**src/rtl/mat_tile_sched_pkg.sv**
```systemverilog
// Shared definitions for the matrix tile scheduler: tile edge, FSM encoding
// and the edge-size helper.
package mat_tile_sched_pkg;

  localparam int unsigned TILE = 8;

  typedef enum logic [5:0] {
    S_IDLE     = 6'b000001,
    S_SETUP    = 6'b000010,
    S_ISSUE    = 6'b000100,
    S_WAIT_CAP = 6'b001000,
    S_WAIT_CLR = 6'b010000,
    S_DONE     = 6'b100000
  } sched_state_t;

  // Edge of a tile: whatever remains of the dimension, capped at the tile size.
  function automatic logic [7:0] tile_edge(input logic [15:0] remaining,
                                           input logic [15:0] tile);
    return (remaining < tile) ? remaining[7:0] : tile[7:0];
  endfunction

endpackage

```
**src/rtl/mat_tile_sched_tile_walker.sv**
```systemverilog
// Row-major walk over the C matrix in TILE x TILE steps: base indices,
// registered tile edge sizes and last-tile detection.
module mat_tile_sched_tile_walker #(
  parameter int unsigned DIM_W = 8,
  parameter int unsigned TILE  = 8
) (
  input  logic             clk,
  input  logic             rst_n,
  input  logic             init,
  input  logic             load_edge,
  input  logic             advance,
  input  logic             clear,
  input  logic [DIM_W-1:0] dim_m,
  input  logic [DIM_W-1:0] dim_n,
  output logic [DIM_W-1:0] tile_row,
  output logic [DIM_W-1:0] tile_col,
  output logic [7:0]       sub_scale_M,
  output logic [7:0]       sub_scale_P,
  output logic             last_tile
);
  import mat_tile_sched_pkg::*;

  localparam logic [DIM_W:0] STEP = (DIM_W+1)'(TILE);

  // One extra bit so a base near the top of the range does not wrap.
  logic [DIM_W:0] col_next;
  logic [DIM_W:0] row_next;
  logic [DIM_W:0] rem_m;
  logic [DIM_W:0] rem_n;
  logic           col_wrap;

  always_comb begin
    col_next  = {1'b0, tile_col} + STEP;
    row_next  = {1'b0, tile_row} + STEP;
    rem_m     = {1'b0, dim_m} - {1'b0, tile_row};
    rem_n     = {1'b0, dim_n} - {1'b0, tile_col};
    col_wrap  = (col_next >= {1'b0, dim_n});
    last_tile = col_wrap && (row_next >= {1'b0, dim_m});
  end

  always_ff @(posedge clk or negedge rst_n) begin
    if (!rst_n) begin
      tile_row    <= '0;
      tile_col    <= '0;
      sub_scale_M <= '0;
      sub_scale_P <= '0;
    end else if (clear || init) begin
      tile_row    <= '0;
      tile_col    <= '0;
      sub_scale_M <= '0;
      sub_scale_P <= '0;
    end else begin
      if (load_edge) begin
        sub_scale_M <= tile_edge(16'(rem_m), 16'(TILE));
        sub_scale_P <= tile_edge(16'(rem_n), 16'(TILE));
      end
      if (advance) begin
        if (col_wrap) begin
          tile_col <= '0;
          tile_row <= row_next[DIM_W-1:0];
        end else begin
          tile_col <= col_next[DIM_W-1:0];
        end
      end
    end
  end

endmodule

```
**src/rtl/mat_tile_sched.sv**
```systemverilog
// Tile scheduler: walks C in tiles, handshakes each tile into the multiply
// array and waits for the alignment stage capture report, with a watchdog.
module mat_tile_sched #(
  parameter int unsigned TILE  = mat_tile_sched_pkg::TILE,
  parameter int unsigned DIM_W = 8,
  parameter int unsigned TO_W  = 16
) (
  input  logic             clk,
  input  logic             rst_n,
  input  logic             start,
  input  logic [DIM_W-1:0] cfg_m,
  input  logic [DIM_W-1:0] cfg_n,
  input  logic [DIM_W-1:0] cfg_k,
  input  logic [TO_W-1:0]  cfg_timeout,
  input  logic             array_ready,
  input  logic             align_fifo_get_all,
  output logic             tile_start,
  output logic [DIM_W-1:0] tile_row,
  output logic [DIM_W-1:0] tile_col,
  output logic [DIM_W-1:0] tile_k,
  output logic [7:0]       sub_scale_M,
  output logic [7:0]       sub_scale_P,
  output logic             busy,
  output logic             done,
  output logic             err_timeout,
  output logic [15:0]      tile_cnt
);
  import mat_tile_sched_pkg::*;

  sched_state_t     state;
  logic             setup_cnt;
  logic [DIM_W-1:0] m_r;
  logic [DIM_W-1:0] n_r;
  logic [TO_W-1:0]  to_r;
  logic [TO_W-1:0]  wd_cnt;
  logic [TO_W:0]    wd_next;
  logic             wd_active;
  logic             wd_hit;
  logic             last_tile;
  logic             walk_init;
  logic             walk_load;
  logic             walk_adv;
  logic             walk_clear;

  always_comb begin
    wd_next    = {1'b0, wd_cnt} + {{TO_W{1'b0}}, 1'b1};
    wd_active  = (state == S_ISSUE) || (state == S_WAIT_CAP) || (state == S_WAIT_CLR);
    wd_hit     = wd_active && (to_r != '0) && (wd_next == {1'b0, to_r});
    walk_init  = (state == S_IDLE) && start;
    walk_load  = (state == S_SETUP) && !setup_cnt;
    walk_adv   = (state == S_WAIT_CLR) && !align_fifo_get_all;
    walk_clear = (state == S_DONE);
  end

  mat_tile_sched_tile_walker #(
    .DIM_W (DIM_W),
    .TILE  (TILE)
  ) u_walker (
    .clk         (clk),
    .rst_n       (rst_n),
    .init        (walk_init),
    .load_edge   (walk_load),
    .advance     (walk_adv),
    .clear       (walk_clear),
    .dim_m       (m_r),
    .dim_n       (n_r),
    .tile_row    (tile_row),
    .tile_col    (tile_col),
    .sub_scale_M (sub_scale_M),
    .sub_scale_P (sub_scale_P),
    .last_tile   (last_tile)
  );

  always_ff @(posedge clk or negedge rst_n) begin
    if (!rst_n) begin
      state       <= S_IDLE;
      setup_cnt   <= 1'b0;
      m_r         <= '0;
      n_r         <= '0;
      to_r        <= '0;
      wd_cnt      <= '0;
      tile_start  <= 1'b0;
      tile_k      <= '0;
      busy        <= 1'b0;
      done        <= 1'b0;
      err_timeout <= 1'b0;
      tile_cnt    <= '0;
    end else begin
      done <= 1'b0;
      if (wd_active) wd_cnt <= wd_next[TO_W-1:0];
      unique case (state)
        S_IDLE: begin
          if (start) begin
            m_r         <= cfg_m;
            n_r         <= cfg_n;
            tile_k      <= cfg_k;
            to_r        <= cfg_timeout;
            tile_cnt    <= '0;
            err_timeout <= 1'b0;
            busy        <= 1'b1;
            setup_cnt   <= 1'b0;
            if ((cfg_m == '0) || (cfg_n == '0) || (cfg_k == '0)) state <= S_DONE;
            else                                                 state <= S_SETUP;
          end
        end
        S_SETUP: begin
          setup_cnt <= ~setup_cnt;
          if (setup_cnt) begin
            state      <= S_ISSUE;
            tile_start <= 1'b1;
            wd_cnt     <= '0;
          end
        end
        S_ISSUE: begin
          if (wd_hit) begin
            err_timeout <= 1'b1;
            tile_start  <= 1'b0;
            state       <= S_DONE;
          end else if (array_ready) begin
            tile_start <= 1'b0;
            state      <= S_WAIT_CAP;
          end
        end
        S_WAIT_CAP: begin
          if (wd_hit) begin
            err_timeout <= 1'b1;
            state       <= S_DONE;
          end else if (align_fifo_get_all) begin
            state <= S_WAIT_CLR;
          end
        end
        S_WAIT_CLR: begin
          // Clearing the capture report takes priority over a coincident watchdog expiry.
          if (!align_fifo_get_all) begin
            tile_cnt  <= tile_cnt + 16'd1;
            setup_cnt <= 1'b0;
            state     <= last_tile ? S_DONE : S_SETUP;
          end else if (wd_hit) begin
            err_timeout <= 1'b1;
            state       <= S_DONE;
          end
        end
        S_DONE: begin
          done       <= 1'b1;
          busy       <= 1'b0;
          tile_start <= 1'b0;
          tile_k     <= '0;
          state      <= S_IDLE;
        end
        default: state <= S_IDLE;
      endcase
    end
  end

endmodule
```
**config.mk**
```make
export PLATFORM = sky130hd
export DESIGN_NAME = mat_tile_sched
export DESIGN_NICKNAME = d
export VERILOG_FILES = /design/src/rtl/mat_tile_sched_pkg.sv /design/src/rtl/mat_tile_sched_tile_walker.sv /design/src/rtl/mat_tile_sched.sv
export SDC_FILE = /design/constraint.sdc
export NUM_CORES = 1
export LEC_CHECK = 0
export ABC_CLOCK_PERIOD_IN_PS = 2200
export CORE_MARGIN = 4
export CORE_UTILIZATION = 48
export CTS_BUF_LIST = sky130_fd_sc_hd__clkbuf_4 sky130_fd_sc_hd__clkbuf_8 sky130_fd_sc_hd__clkbuf_16
export DETAILED_ROUTE_END_ITERATION = 8
export PLACE_DENSITY_LB_ADDON = 0.2
export SLEW_MARGIN = 25
export SYNTH_ARGS = -nofsm -noshare
export SYNTH_HDL_FRONTEND = slang
export SYNTH_SLANG_ARGS = --single-unit
```
**constraint.sdc**
```tcl
create_clock -name clk -period 2.2 [get_ports clk]
set_input_delay 0.33 -clock clk [delete_from_list [all_inputs] [get_ports clk]]
set_output_delay 0.33 -clock clk [all_outputs]
set_load 0.02 [all_outputs]
```
==> impl_metrics.ini <==
[route]
drc = 0
ant_nets = 0
wl_per_cell_um = 16.7
drtPass1Iterations = 4
drt-total-wl_um = 17200
drt_iter0_drc = 364
vias = 5718
viasPerCell = 5.58

[clock_tree]
clock_sinks = 109
h-tree-depth = 3
path_clk_slew_ns = 0.07
clk_latency_ns = 0.36
cts_tree = built
cts_buffers = 9
cts_root_buf = clkbuf_16
cts_max_path_buffers = 2

[placement]
place_area_um2 = 7800
port_buffers = 98
post-place-cells = 996
dp_slack_ns = -0.223
gp_congestion = 0.932
post-dp-hpwl_um = 12400

[timing]
setup_violations = 8
hold_viol = 0
layout_setup_ws_ns = -0.0600
fin_tns_setup_ns = -0.278
final.period_utilization = 1.03
max_freq_ghz = 0.442
drv_slew = 0
rsz0062_at_grt = true
finalCriticalPeriod_ns = 2.26
whs_ns = 0.481
clock_skew_ns = 0.00740

[setup_path]
cp-start-kind = register
cp-endpoint = u_walker.tile_row[4]$_DFFE_PN0P_
r2r_end = u_walker.tile_row[4]$_DFFE_PN0P_
crit_required_ns = 2.44
cp-end-kind = register
ff2ff_path_depth = 8
worst_path_largest_cell_delay_ns = 0.50
r2r_slack_ns = -0.06
cp.arrival_ns = 2.50
crit_start = u_walker.tile_col[3]$_DFFE_PN0P_
crit_chain = ha_4 > xor2_2 > ha_2 > or4_4 > a41o_4 > nand2_4 > mux2i_1 > nor2_1
critPathMaxFanout = 5
slowest_stage = or4_4
r2r-start = u_walker.tile_col[3]$_DFFE_PN0P_
path_class = register to register

[floorplanning]
start_util = 0.499
rows = 40
dieArea_um2 = 14600
die_h_um = 121
die_x_um = 121
num_io_pins = 105
fp.coreArea_um2 = 12300

[power_and_ir_drop]
pwr_density_cell_nw_per_um2 = 936
finalPower_mw = 7.96
power_leakage_nw = 3.92
ir_worst_vdd_mv = 0.526

[global_routing]
track_usage = 0.234
overflow = 0
antenna_found_initial = 0
grt_pass1_vias = 5637
grt_pass1_wl_um = 27500
grt_start_max_net_pins = 45

[final_layout]
final_area_um2 = 8500
mostFrequentLayoutCells = 130 x nand2_1, 102 x dfrtp_1, 97 x clkdlybuf4s50_1
area_delta_synth_final_pct = 39.0
final_cells = 1025
n_antenna_cell = 0
fillers = 949
finalNetCount = 925
final_common_cell = nand2_1
final_core_util = 0.693
drive_above_1_share = 0.200

[synth]
ys.warnings.count = 0
synth_top_cell_by_area = dfrtp_1
syn_area_um2 = 6120
synth_cells = 679
async_flop_share = 1.00
synth.ff_latch_count = 109
ys_seq_area_frac = 0.446
synth_top_cell_area_share = 0.442
synthDistinctLibCells = 61
synth.avg_cell_area_um2 = 9.01
synth_edf_count = 0
synth_area_leaders = dfrtp_1 44%, nand2_1 8.0%, ha_1 5.7%
synth_ff_type = dfrtp_1

[outcome]
status = finished with violations
violations = setup timing

[run]
maxCapViolCount = 0

[hold_path]
min_path_type = input pin to asynchronous set/reset pin
==> synthesized netlist by cell type (all sizes together) (13+ instances only) <==
| library cell | number |
|---|---|
| a21oi | 22 |
| and3 | 14 |
| buf | 22 |
| clkbuf | 13 |
| dfrtp | 108 |
| ha | 28 |
| inv | 28 |
| nand2 | 131 |
| nand3 | 31 |
| nand4 | 16 |
| nor2 | 51 |
| nor4 | 16 |
| o21ai | 31 |
| xnor2 | 28 |
| xor2 | 29 |
==> how the worst min path moves through the flow <==
| stage | endpoint |
|---|---|
| after floorplan | busy$_DFFE_PN0P_ |
| after global placement | u_walker.sub_scale_M[4]$_DFFE_PN0P_ |
| after detailed placement | u_walker.sub_scale_P[7]$_DFFE_PN0P_ |
| after CTS | busy$_DFFE_PN0P_ |
| after global routing | busy$_DFFE_PN0P_ |
| final | n_r[6]$_DFFE_PN0P_ |
==> routing by layer <==
metal  wire length [um]  GRT usage  up-vias
met3                885     0.0382       26
li1                   -          -     2676
met4                349     0.0921        0
met5                  0          0        -
met2               8370      0.388      194
met1               7550      0.308     2822
==> layout make-up <==
type,instances,area [um2],area share
Timing Repair Buffer,188,1700,0.200
Multi-Input combinational cell,516,3450,0.405
Tap cell,168,210,0.0247
Inverter,28,105,0.0124
Clock inverter,5,58.8,0.00692
Sequential cell,109,2740,0.322
Clock buffer,11,246,0.0290
==> state kept, by name, summed over array words and instances (netlist names) <==
| name | cells |
|---|---|
| tile_cnt | 16 |
| to_r | 16 |
| wd_cnt | 16 |
| m_r | 8 |
| n_r | 8 |
| tile_k | 8 |
| u_walker.sub_scale_M | 8 |
| u_walker.sub_scale_P | 8 |
| state | 6 |
| u_walker.tile_col | 5 |
| u_walker.tile_row | 5 |
| busy | 1 |
| done | 1 |
| err_timeout | 1 |
| setup_cnt | 1 |
| tile_start | 1 |
==> cell families after synthesis <==
logic type | synth area share
muxes | 0.00818
buffers and inverters | 0.0452
AOI/OAI and AO/OA | 0.106
xor gates and xnor gates | 0.0855
adders and majority gates | 0.0573
and+or+nand+nor | 0.251
other | 0.00123
DFF | 0.446
==> where the power goes <==
group          leakage [nW]  total, mW  switching (mW)  internal (mW)
combinational          2.34       3.42            1.88           1.54
clock                 0.146       1.70           0.767          0.930
sequential             1.43       2.84           0.384           2.45
==> what timing repair did <==
| action | in CTS | in global routing |
|---|---|---|
| pin swaps | 2 | 21 |
| hold endpoints to repair | 35 | 0 |
| buffers inserted | 4 | 7 |
| setup endpoints to repair | 14 | 26 |
| cloned | 1 | 0 |
| resized for setup | 19 | 48 |
| hold buffers | 1 | 0 |
==> worst max-delay path, delay by kind of cell, from the launching register on <==
kind	cells	cell delay, ns
AND/OR/NAND/NOR	3	0.67
flip-flops	1	0.45
adder cells (fa/ha/maj)	2	0.41
AO/OA/AOI/OAI	1	0.28
multiplexers	1	0.20
XOR/XNOR	1	0.15
Note: power is estimated with default switching activity, not from simulation.
